<file path="config.mk">
export PLATFORM = sky130hd
export DESIGN_NAME = elastic_buffer
export DESIGN_NICKNAME = d
export VERILOG_FILES = /design/src/rtl/elastic_buffer.sv
export SDC_FILE = /design/constraint.sdc
export NUM_CORES = 1
export LEC_CHECK = 0
export CORE_MARGIN = 2
export CORE_UTILIZATION = 44
export DETAILED_ROUTE_END_ITERATION = 10
export PLACE_DENSITY_LB_ADDON = 0.15
export SYNTH_ARGS = -nofsm -noshare
export SYNTH_HDL_FRONTEND = slang
export SYNTH_SLANG_ARGS = --single-unit
</file>
<file path="constraint.sdc">
create_clock -name clk -period 6.1 [get_ports clk]
set_clock_uncertainty 0.1 [all_clocks]
set_input_delay 1.22 -clock clk [delete_from_list [all_inputs] [get_ports clk]]
set_output_delay 1.22 -clock clk [all_outputs]
set_load 0.005 [all_outputs]
</file>
<file path="src/rtl/elastic_buffer.sv">
// elastic_buffer: DEPTH-entry, WIDTH-bit valid/ready elastic buffer.
// Storage is a circular array addressed by explicitly wrapping read/write
// pointers, plus an occupancy counter. Every output is derived from
// registered state only, so no input reaches an output combinationally.
// A word written in one cycle is first visible on the output in the next cycle.
module elastic_buffer #(
  parameter int WIDTH        = 32,
  parameter int DEPTH        = 2,
  parameter int AFULL_THRESH = DEPTH - 1,
  localparam int CNT_W       = $clog2(DEPTH + 1)
) (
  input  logic             clk,
  input  logic             rst,
  input  logic             flush,
  input  logic             vld_in,
  output logic             rdy_out,
  input  logic [WIDTH-1:0] data_in,
  output logic             vld_out,
  input  logic             rdy_in,
  output logic [WIDTH-1:0] data_out,
  output logic [CNT_W-1:0] count,
  output logic             almost_full
);

  // Pointer width is at least one bit. This keeps the declarations legal for any DEPTH.
  localparam int PTR_W = (DEPTH > 1) ? $clog2(DEPTH) : 1;

  localparam logic [PTR_W-1:0] LAST_PTR  = PTR_W'(DEPTH - 1);
  localparam logic [CNT_W-1:0] FULL_CNT  = CNT_W'(DEPTH);
  localparam logic [CNT_W-1:0] AFULL_CNT = CNT_W'(AFULL_THRESH);

  logic [WIDTH-1:0] mem_q [DEPTH];

  logic [PTR_W-1:0] rdPtr_q;
  logic [PTR_W-1:0] rdPtr_d;
  logic [PTR_W-1:0] wrPtr_q;
  logic [PTR_W-1:0] wrPtr_d;
  logic [CNT_W-1:0] count_q;
  logic [CNT_W-1:0] count_d;

  logic push;
  logic pop;

  // Pointers wrap explicitly because DEPTH need not be a power of two.
  function automatic logic [PTR_W-1:0] nextPtr(input logic [PTR_W-1:0] ptr);
    return (ptr == LAST_PTR) ? '0 : ptr + PTR_W'(1);
  endfunction

  // A transfer happens on a side only when both valid and ready are high on that side.
  always_comb begin
    push = vld_in && rdy_out;
    pop  = vld_out && rdy_in;
  end

  // Next-state logic. Flush empties the buffer and discards any push or pop in the same cycle.
  always_comb begin
    rdPtr_d = rdPtr_q;
    wrPtr_d = wrPtr_q;
    count_d = count_q;
    if (flush) begin
      rdPtr_d = '0;
      wrPtr_d = '0;
      count_d = '0;
    end else begin
      if (push) begin
        wrPtr_d = nextPtr(wrPtr_q);
      end
      if (pop) begin
        rdPtr_d = nextPtr(rdPtr_q);
      end
      case ({push, pop})
        2'b10:   count_d = count_q + CNT_W'(1);
        2'b01:   count_d = count_q - CNT_W'(1);
        default: count_d = count_q;
      endcase
    end
  end

  // Control state register. Synchronous reset has priority over flush and traffic.
  always_ff @(posedge clk) begin
    if (rst) begin
      rdPtr_q <= '0;
      wrPtr_q <= '0;
      count_q <= '0;
    end else begin
      rdPtr_q <= rdPtr_d;
      wrPtr_q <= wrPtr_d;
      count_q <= count_d;
    end
  end

  // Storage write. The array is never reset; a write is blocked while reset or flush is active.
  always_ff @(posedge clk) begin
    if (!rst && !flush && push) begin
      mem_q[wrPtr_q] <= data_in;
    end
  end

  // Outputs depend only on registered state. This makes rdy_out independent of rdy_in.
  always_comb begin
    rdy_out     = (count_q != FULL_CNT);
    vld_out     = (count_q != '0);
    data_out    = mem_q[rdPtr_q];
    count       = count_q;
    almost_full = (count_q >= AFULL_CNT);
  end

endmodule

</file>
* After elaboration in Yosys (flattened, before gate mapping)
Memory sizes are Yosys's and may differ from the RTL's. A register that Yosys moved wholly into a read port is not among the register bits.
Cells that the tools add are included.
** Word-level totals
- Flip-flop bits (word level) :: 4
- Memory bits (writable) :: 64
- Bits of input ports :: 37
- Output and inout bits :: 37
- Logic and storage cells :: 28
- Memories :: 1
** Memories
- mem_q :: words 2, width 32, rd ports 1, clocked after Yosys merged registers in 1, wr ports 1, RTL line 32 : logic [WIDTH-1:0] mem_q [DEPTH];
** Cells by class
- Add/subtract/negate cells :: 4
- $lt $le $gt $ge :: 1
- Eq/ne operators :: 3
- Mux-type cells :: 7
- Reduce and logical (&&, ||, !) cells :: 9
** Operators by type and width (number)
- 2-to-1 mux 1 bit :: 6
- logical AND 1 bit :: 4
- case mux 2 bit (2 select lines) :: 1
- nonzero test 2 bit :: 2
- adder 1 bit (second input constant) :: 2
- adder 2 x 1 -> 2 bit (second input constant) :: 1
- == test 2 x 1 -> 1 bit (second input constant) :: 1
- == test 2 bit (second input constant) :: 1
- >= comparator 2 x 1 -> 1 bit (second input constant) :: 1
- logical NOT 1 bit :: 2
- != test 2 bit (second input constant) :: 1
- OR reduction 2 bit :: 1
- subtractor 2 x 1 -> 2 bit (second input constant) :: 1

* Logic depth before layout (Yosys ltp)
Gate-level depths: netlist of the first run.
- Depth in word-level cells :: 5
- Mapped depth :: 8
- Gate-level depth less buffers :: 8

* Least setup slack after synthesis of the first run
OpenSTA, ideal clock, no wires.
- Kind :: input port to flip-flop
- Start :: in vld_in
- End :: mem mem_q[0][0], enable pin
- Setup time :: 0.505 ns
- Arrival time :: 4.561 ns
- Required time :: 5.495 ns
- Path slack :: 0.934 ns
- Cell stages on the path :: 3
- Buffers on the path :: 0
- Cell sequence :: nor2b_1 -> inv_1 -> nor4_1
** On the way
- Longest elaborated chain between the ends :: 4
** Ends and longest elaborated chain
- from (decl) :: RTL line 15 : input logic vld_in,
- logical AND 1 bit :: RTL line 51 : push = vld_in && rdy_out;
- logical AND 1 bit :: RTL line 94 : if (!rst && !flush && push) begin
- 2-to-1 mux 1 bit :: RTL line 94
- 2-to-1 mux 1 bit (implied by the code) :: RTL line 95 : mem_q[wrPtr_q] <= data_in;
- to (decl) :: RTL line 32
No other way between the ends.

==> results.ini, run 1 <==
[timing]
drv_slew=0
tns_ns=0
tightest_slew_ns=1.03
layout_min_cycle_time_ns=3.53
layout_setup_ws_ns=2.57
setup_viol=0
hold_violations=0
rsz0062_at_grt=no
slew_headroom_pct=31.1
period_share_pct=57.9
fmax_mhz=283

[clock_tree]
cts.path.max_buffers=2
cts-root-buf=clkbuf_8
hold_buffers=0
cts_num_sinks=69
post_cts_resized=0
post_cts_buffers=0
cts_buffers=9
clk_pin_slew_worst_paths_ns=0.07
cts_max_level=3
clk_latency_ns=0.32
cts_tree=done

[flow_run]
maxCapViolations=0

[cells_and_area]
area_growth_pct=34.2
fin_area_um2=3680
drive_above_1_share_pct=24.3
nets=249
nFillCells=447
insertedDiodeCount=0
postLayoutCoreUtil_pct=61.8

[routing]
wl_per_cell_um=15.3
wl_mm=4.43
dr_wl_met2_mm=2.25
viasPerCell=4.79
postRouteAntennaNets=0
route.met3.wl_um=267
m1WireLength_mm=1.84
drc=0
drt-pass1-iter-count=3
top_layer=met4
drt_iter0_drc=35
vias=1384

[synthesis]
synth_top_area_share_pct=70.1
synthFlopType=edfxtp_1
synth.area.top_cells=edfxtp_1 70%, mux2_4 16%, dfxtp_1 3.7%
yosysSeqAreaShare_pct=73.8
synth_nets=168
syn_inst=128
yosysTopAreaCell=edfxtp_1
synth_edf_count=64
synthArstFlopShare_pct=0
synth_commonest_cells=64 x edfxtp_1, 30 x mux2_4, 5 x dfxtp_1, 5 x inv_1, 4 x nor3_1
synth_seq_cells=69
syn-cell-area_um2=2740
synthesis.area_per_instance_um2=21.4
synth.most_common_cell=edfxtp_1
synth_warnings=0
ys_types=18

[setup_path]
setup.worst_path.class=reg2out
endpoint_kind=output port
start_kind=register
worst_ep_arrival_time_ns=2.21
r2r-end=mem_q[1][11]
cp_max_fo=32
required_ns=4.78
crit_path_max_incr_delay_ns=1.02
cpMaxStageDelayCell=dfxtp_2
reg2reg_depth=6
critical_path.cell_chain=mux2_2 > clkdlybuf4s50_1
reg2reg_from=count[0]
r2r_setup_slack_ns=3.99

[global_routing]
grtUsageTotal_pct=13.7
grt_pass1_vias=1476
antenna_found_initial=0
grt_pass1_wl_mm=7.16
grt_max_degree=33
overflow=0

[placed_design]
gp_congestion=0.674
dp_hpwl_mm=2.97
numPortBuffers=73
place_area_um2=3520
dp_slack_ns=2.87

[status]
status=finished clean

[power]
finalPower_mw=0.930
power_density_nw_per_um2=253
peakVddDrop_mv=0.157
leakage_nw=1.29

[hold_path]
worstHoldStart=count[1]
hold_path_class=reg2reg
whs_endpoint=count[1]
whs_path_depth=2

[floorplan]
core_area_um2=5960
rows=28
die_area_um2=6870
die_w_um=82.9
io_pins=74
die_h_um=82.9
start_util_pct=46.0

kinds of logic after synthesis:
| family | synth area share, % |
|---|---|
| compound gates | 0.548 |
| xor+xnor | 1.28 |
| fa+ha+maj | 1.37 |
| buf+inv | 3.56 |
| flops | 73.8 |
| mux | 17.3 |
| simple gates | 2.19 |
layout make-up:
class	instances	area [µm²]	area share [%]
Timing Repair Buffer	75	746	20.3
Inverter	5	18.8	0.510
Tap cell	75	93.8	2.55
Clock inverter	4	26.3	0.714
Multi-Input combinational cell	49	636	17.3
Sequential cell	69	2020	55.0
Clock buffer	12	135	3.67
layer usage:
layer / up-vias / global-route usage [%]
met5: - / 0
met4: 0 / 5.81
met3: 8 / 6.06
met2: 46 / 22.9
met1: 680 / 15.4
li1: 650 / -
registers in the layout (all words and copies together), names as in the netlist, named ones only:
name,count
mem_q,64
wrPtr_q,1
rdPtr_q,1
count,2
cell usage in the layout, fill, tap and decap left out:
cell | Yosys | final
clkinvlp_4 | 0 | 1
xnor2_1 | 2 | 2
nor3_1 | 4 | 4
mux2_2 | 2 | 2
clkbuf_1 | 0 | 3
dfxtp_2 | 0 | 1
clkbuf_8 | 0 | 9
edfxtp_1 | 64 | 64
a2111oi_2 | 1 | 1
mux2_4 | 30 | 30
clkinv_2 | 0 | 2
buf_4 | 1 | 2
dfxtp_1 | 5 | 4
xor2_1 | 2 | 2
ha_1 | 3 | 3
nor2b_1 | 1 | 1
nor4b_4 | 0 | 1
nor4_2 | 0 | 1
inv_1 | 5 | 5
and2b_2 | 1 | 1
nor2_1 | 1 | 1
clkinv_4 | 0 | 1
clkdlybuf4s50_1 | 0 | 73
metrics by stage:
stage | hold WS (ns) | std cells
final | 0.460 | 289
after global routing | 0.492 | 289
after CTS | 0.455 | 289
after detailed placement | 0.445 | 273
after global placement | 0.409 | 273
after floorplan | 0.402 | 128
report_power, final:
| group | switching [mW] | leakage, nW | total (mW) | internal, mW |
|---|---|---|---|---|
| Clock | 0.151 | 0.0803 | 0.298 | 0.147 |
| Combinational | 0.0310 | 0.583 | 0.0954 | 0.0644 |
| Sequential | 0.00754 | 0.622 | 0.536 | 0.529 |
critical path: cells and delay by family, from the launching register on:
kind / cells / cell delay, ns
DFF: 1 / 1.02
muxes: 1 / 0.42
buffers and inverters: 1 / 0.44
how the worst max path moves through the flow:
stage,startpoint,cells past startpoint,to
6_report,register,2,data_out[11]
5_1_grt,register,2,data_out[11]
4_1_cts,register,2,data_out[11]
3_5_place_dp,register,2,data_out[11]
3_3_place_gp,register,2,data_out[15]
2_1_floorplan,vld_in,3,mem_q[0][0]
Power figures use the tool's default switching activity.
==> inputs of run 2 (changes only) <==
--- a/config.mk
+++ b/config.mk
@@ -6,7 +6,7 @@
 export NUM_CORES = 1
 export LEC_CHECK = 0
 export CORE_MARGIN = 2
-export CORE_UTILIZATION = 44
+export CORE_UTILIZATION = 43
 export DETAILED_ROUTE_END_ITERATION = 10
 export PLACE_DENSITY_LB_ADDON = 0.15
 export SYNTH_ARGS = -nofsm -noshare
==> constraint.sdc (replaced) <==
create_clock -name clk -period 3.2 [get_ports clk]
set_clock_uncertainty 0.1 [all_clocks]
set_input_delay 0.64 -clock clk [delete_from_list [all_inputs] [get_ports clk]]
set_output_delay 0.64 -clock clk [all_outputs]
set_load 0.005 [all_outputs]
==> results.ini, run 2 (same netlist as run 1, synthesis figures left out) <==
[cells_and_area]
largest_register_ffs=64  ; unchanged
insertedDiodeCount=0  ; unchanged
drive_above_1_share_pct=25.5  ; +1.2 points
layout_common_cells=73 x clkdlybuf4s50_1, 64 x edfxtp_1, 30 x mux2_4
fin_area_um2=3700  ; +0.71%
top_register=mem_q
fin_cells=293  ; +1.4%
area_growth_pct=35.2
final_common_cell=clkdlybuf4s50_1
nets=253  ; +1.6%

[power]
power_frac_clock_pct=31.2  ; -0.9 points
power_density_nw_per_um2=474  ; +88%
sw_frac_of_total_pct=20.3  ; -0.13 points
p_switching_mw=0.356  ; +88%
leakage_nw=1.31  ; +1.6%
finalPower_mw=1.76  ; +89%
p_int_mw=1.40  ; +89%
combPwrFrac_pct=11.0  ; +0.7 points
peakVddDrop_mv=0.262  ; +66%
seq_power_share_pct=57.8  ; about the same

[routing]
drt_iter0_drc=69  ; +97%
drt-pass1-iter-count=3  ; unchanged
wl_mm=4.69  ; +5.8%
wl_per_cell_um=16.0  ; +4.3%
postRouteAntennaNets=0  ; unchanged
drc=0  ; unchanged
vias=1413  ; +2.1%
viasPerCell=4.82  ; +0.70%

[global_routing]
overflow=0  ; unchanged
grt_max_degree=21  ; -36%
grtUsageTotal_pct=14.3  ; +0.53 points
grt_pass1_wl_mm=7.51  ; +4.8%
grt_pass1_vias=1515  ; +2.6%
antenna_found_initial=0  ; unchanged

[setup_path]
reg2reg_from=count[0]
cp-endpoint=data_out[11]
reg2reg_depth=6  ; unchanged
required_ns=2.46  ; -2.32 ns
start_kind=register
r2r_setup_slack_ns=1.17  ; -2.82 ns
worst_ep_arrival_time_ns=1.79  ; -0.42 ns
endpoint_kind=output port
cp_max_fo=18  ; -44%
setup.worst_path.class=reg2out
r2r-end=mem_q[1][14]

[timing]
tightest_slew_ns=0.410  ; -0.624 ns
rsz0062_at_grt=no
fmax_mhz=395
layout_min_cycle_time_ns=2.53
hold_violations=0  ; unchanged
setup_viol=0  ; unchanged
slew_headroom_pct=72.6  ; +42 points
drv_slew=0  ; unchanged
tns_ns=0  ; unchanged
period_share_pct=79.1

[clock_tree]
cts.path.max_buffers=2  ; unchanged
cts_tree=done
post_cts_buffers=0  ; unchanged
post_cts_resized=0  ; unchanged
hold_buffers=0  ; unchanged
cts_buffers=9  ; unchanged
clk_latency_ns=0.32  ; about the same
clk_pin_slew_worst_paths_ns=0.06  ; about the same
cts-root-buf=clkbuf_8
cts_max_level=3  ; unchanged
cts_num_sinks=69  ; unchanged

[floorplan]
io_pins=74  ; unchanged
rows=29  ; +3.6%
die_w_um=83.8  ; +1.1%
die_h_um=83.8  ; +1.1%
start_util_pct=43.9  ; -2.1 points
die_area_um2=7030  ; +2.2%
core_area_um2=6240  ; +4.8%

[placed_design]
place_area_um2=3560  ; +1.2%
dp_hpwl_mm=3.27  ; +10%
gp_congestion=0.754  ; +12%
dp.cells=279  ; +2.2%
numPortBuffers=73  ; unchanged

[hold_path]
hold_path_class=reg2reg

[status]
status=finished clean

[flow_run]
maxCapViolations=0  ; unchanged

run 2: cell count changes in the layout (fill, tap and decap cells not counted), sizes merged:
cell | before | now
buf | 2 | 6
clkinvlp | 1 | 0
clkbuf | 12 | 11
run 2: power groups by stage:
stage,Sequential (mW),Clock [mW],Combinational [mW]
final,1.02,0.548,0.193
after global routing,1.02,0.619,0.208
after CTS,1.02,0.563,0.196
after detailed placement,1.04,0,0.195
after global placement,1.03,0,0.189
after floorplan,1.03,0,0.0843
run 2: metrics by stage:
step                setup slack (ns)  hold WS, ns  utilization, %
floorplan                      0.616        0.402               -
finish                         0.668        0.461            59.4
global placement               0.788        0.424            57.0
global route                   0.586        0.509            59.4
CTS                            0.621        0.468            59.4
detailed placement             0.699        0.453            57.0
run 2: metal layers:
metal,global-route usage [%],routed length (µm),up-vias
li1,-,-,661
met1,16.2,1890,690
met2,23.1,2380,52
met3,5.93,313,10
met4,7.33,100,0
met5,0,0,-
run 2: how the worst min path moves through the flow:
stage | slack, ns | startpoint | endpoint | cells after the start
3_3_place_gp | 0.42 | count[1] | count[1] | 2
2_1_floorplan | 0.40 | count[1] | count[1] | 2
6_report | 0.46 | count[1] | count[1] | 2
3_5_place_dp | 0.45 | count[1] | count[1] | 2
4_1_cts | 0.47 | rdPtr_q | register | 2
5_1_grt | 0.51 | count[1] | count[1] | 2
run 2: cell type report:
type	count	area (µm²)
fillers	489	2540
flip-flops and latches	69	2020
repair buffers	79	776
multi-input cells	49	644
clock buffers	11	131
well taps	77	96.3
inverters	5	18.8
clock inverters	3	15.0
run 2: critical path, stage by stage, from the launching register on:
cell and delay [ns]:
dfxtp_2 0.32, buf_4 0.31, mux2_2 0.38, clkdlybuf4s50_1 0.46
==> inputs of run 3 (changes only) <==
==> constraint.sdc (replaced) <==
create_clock -name clk -period 2.2 [get_ports clk]
set_clock_uncertainty 0.1 [all_clocks]
set_input_delay 0.44 -clock clk [delete_from_list [all_inputs] [get_ports clk]]
set_output_delay 0.44 -clock clk [all_outputs]
set_load 0.005 [all_outputs]
==> results.ini, run 3 (same netlist as run 1, synthesis figures left out) <==
[setup_path]
cpLargestDelayFamily=buffers and inverters
worst_ep_arrival_time_ns=1.61  ; -0.18 ns
endpoint_kind=output port
reg2reg_depth=6  ; unchanged
critical_path.cell_chain=buf_12 > mux2_4 > clkdlybuf4s50_1
reg2reg_from=count[0]
start_kind=register
cpMaxStageDelayCell=clkdlybuf4s50_1
critical_path_buf_inv_count=2  ; unchanged
required_ns=1.66  ; -0.80 ns
setup.worst_path.class=reg2out
crit_path_max_incr_delay_ns=0.45  ; about the same
cp_max_fo=6  ; -12
r2r_setup_slack_ns=0.43  ; -0.74 ns
r2r-end=mem_q[1][19]

[routing]
vias=1380  ; -2.3%
viasPerCell=4.66  ; -3.3%
postRouteAntennaNets=0  ; unchanged
wl_mm=4.73  ; +0.94%
wl_per_cell_um=16.0  ; about the same
drt-pass1-iter-count=2  ; -1
drc=0  ; unchanged
drt_iter0_drc=69  ; unchanged

[timing]
layout_min_cycle_time_ns=2.15
setup_viol=0  ; unchanged
tightest_slew_ns=0.403  ; -0.00704 ns
drv_slew=0  ; unchanged
rsz0062_at_grt=no
fmax_mhz=464
tns_ns=0  ; unchanged
period_share_pct=97.9
hold_violations=0  ; unchanged
layout_setup_ws_ns=0.0454  ; -0.623 ns
slew_headroom_pct=73.0  ; +0.47 points

[cells_and_area]
largest_register_ffs=64  ; unchanged
nets=254  ; +0.40%
top_register=mem_q
area_growth_pct=41.1
insertedDiodeCount=0  ; unchanged
postLayoutCoreUtil_pct=61.9  ; +2.6 points
final_common_cell=edfxtp_1
layout_common_cells=64 x edfxtp_1, 43 x clkdlybuf4s50_1, 30 x mux2_4
drive_above_1_share_pct=28.8  ; +3.3 points

[placed_design]
dp_hpwl_mm=3.24  ; -0.92%
gp_congestion=0.700  ; -7.3%
dp_slack_ns=0.0625  ; -0.637 ns
numPortBuffers=73  ; unchanged

[global_routing]
grtUsageTotal_pct=14.1  ; -0.17 points
grt_pass1_vias=1499  ; -1.1%
grt_pass1_wl_mm=7.36  ; -2.0%
overflow=0  ; unchanged
antenna_found_initial=0  ; unchanged
grt_max_degree=33  ; +57%

[hold_path]
worstHoldStart=count[1]
whs_endpoint=count[1]
whs_path_depth=2  ; unchanged
hold_path_class=reg2reg

[clock_tree]
cts_num_sinks=69  ; unchanged
clk_pin_slew_worst_paths_ns=0.07  ; about the same
cts_tree=done
cts_max_level=3  ; unchanged
cts.path.max_buffers=2  ; unchanged
clk_latency_ns=0.33  ; about the same
cts-root-buf=clkbuf_8
cts_buffers=9  ; unchanged

[floorplan]
die_w_um=83.8  ; unchanged
rows=29  ; unchanged
core_area_um2=6240  ; unchanged
die_h_um=83.8  ; unchanged
io_pins=74  ; unchanged
start_util_pct=43.9  ; unchanged
die_area_um2=7030  ; unchanged

[power]
finalPower_mw=2.84  ; +62%
power_density_nw_per_um2=735  ; +55%
peakVddDrop_mv=0.466  ; +78%
leakage_nw=1.46  ; +12%

[flow_run]
maxCapViolations=0  ; unchanged

[status]
status=finished clean

## run 3: cell types whose count changed in the layout (fill, tap and decap cells not counted), sizes merged
| cell | before | now |
|---|---|---|
| clkinv | 3 | 2 |
| dlygate4sd2 | 0 | 22 |
| clkdlybuf4s50 | 73 | 43 |
| dlymetal6s2s | 0 | 8 |
| bufinv | 0 | 2 |
| clkinvlp | 0 | 2 |
## run 3: worst max path at each step
stage,startpoint,endpoint,slack (ns),cells after the start
after detailed placement,vld_in,mem_q[1][4],0.06,5
after global placement,vld_in,mem_q[1][4],0.07,5
after CTS,register,data_out[13],0.003,3
after global routing,register,data_out[17],0.003,3
final,register,data_out[23],0.05,3
after floorplan,count[0],mem_q[1][0],-0.23,5
## run 3: area by class of cell
| cell class | instances | area, µm² |
|---|---|---|
| Inverter | 5 | 18.8 |
| Timing Repair Buffer | 80 | 843 |
| Clock buffer | 10 | 128 |
| Clock inverter | 6 | 87.6 |
| Sequential cell | 69 | 2030 |
| Tap cell | 77 | 96.3 |
| Multi-Input combinational cell | 49 | 664 |
| Fill cell | 478 | 2380 |
## run 3: repair_timing
item,4_1_cts,5_1_grt
setup buffers,0,1
resized for setup,23,8
cloned,0,1
hold buffers,0,0
setup endpoints to repair,28,10
## run 3: metal layers
metal	GRT usage [%]	vias to the layer above	wire [µm]	share of wire, %
met2	25.2	45	2590	55
met4	7.04	0	72	1.5
li1	-	661	-	-
met5	0	-	0	0
met3	3.86	7	236	5.0
met1	15.3	667	1830	39
## run 3: worst reg2reg max path: stages (launching register included)
cell and delay [ns]:
dfxtp_2 0.36, inv_2 0.06, ha_4 0.16, nor2b_4 0.12, inv_2 0.08, nor4b_4 0.32, buf_12 0.26
## run 3: per-stage QoR
step | hold slack [ns] | instance area, µm² | instances
2_1_floorplan | 0.409 | 2790 | 128
6_report | 0.450 | 3860 | 296
3_3_place_gp | 0.439 | 3620 | 278
3_5_place_dp | 0.436 | 3620 | 278
5_1_grt | 0.488 | 3860 | 296
4_1_cts | 0.455 | 3810 | 294
## run 3: power breakdown
group	internal (mW)	leakage (nW)	total, mW	switching [mW]
logic	0.179	0.735	0.280	0.101
clock network	0.636	0.100	1.08	0.446
registers	1.47	0.623	1.48	0.0132
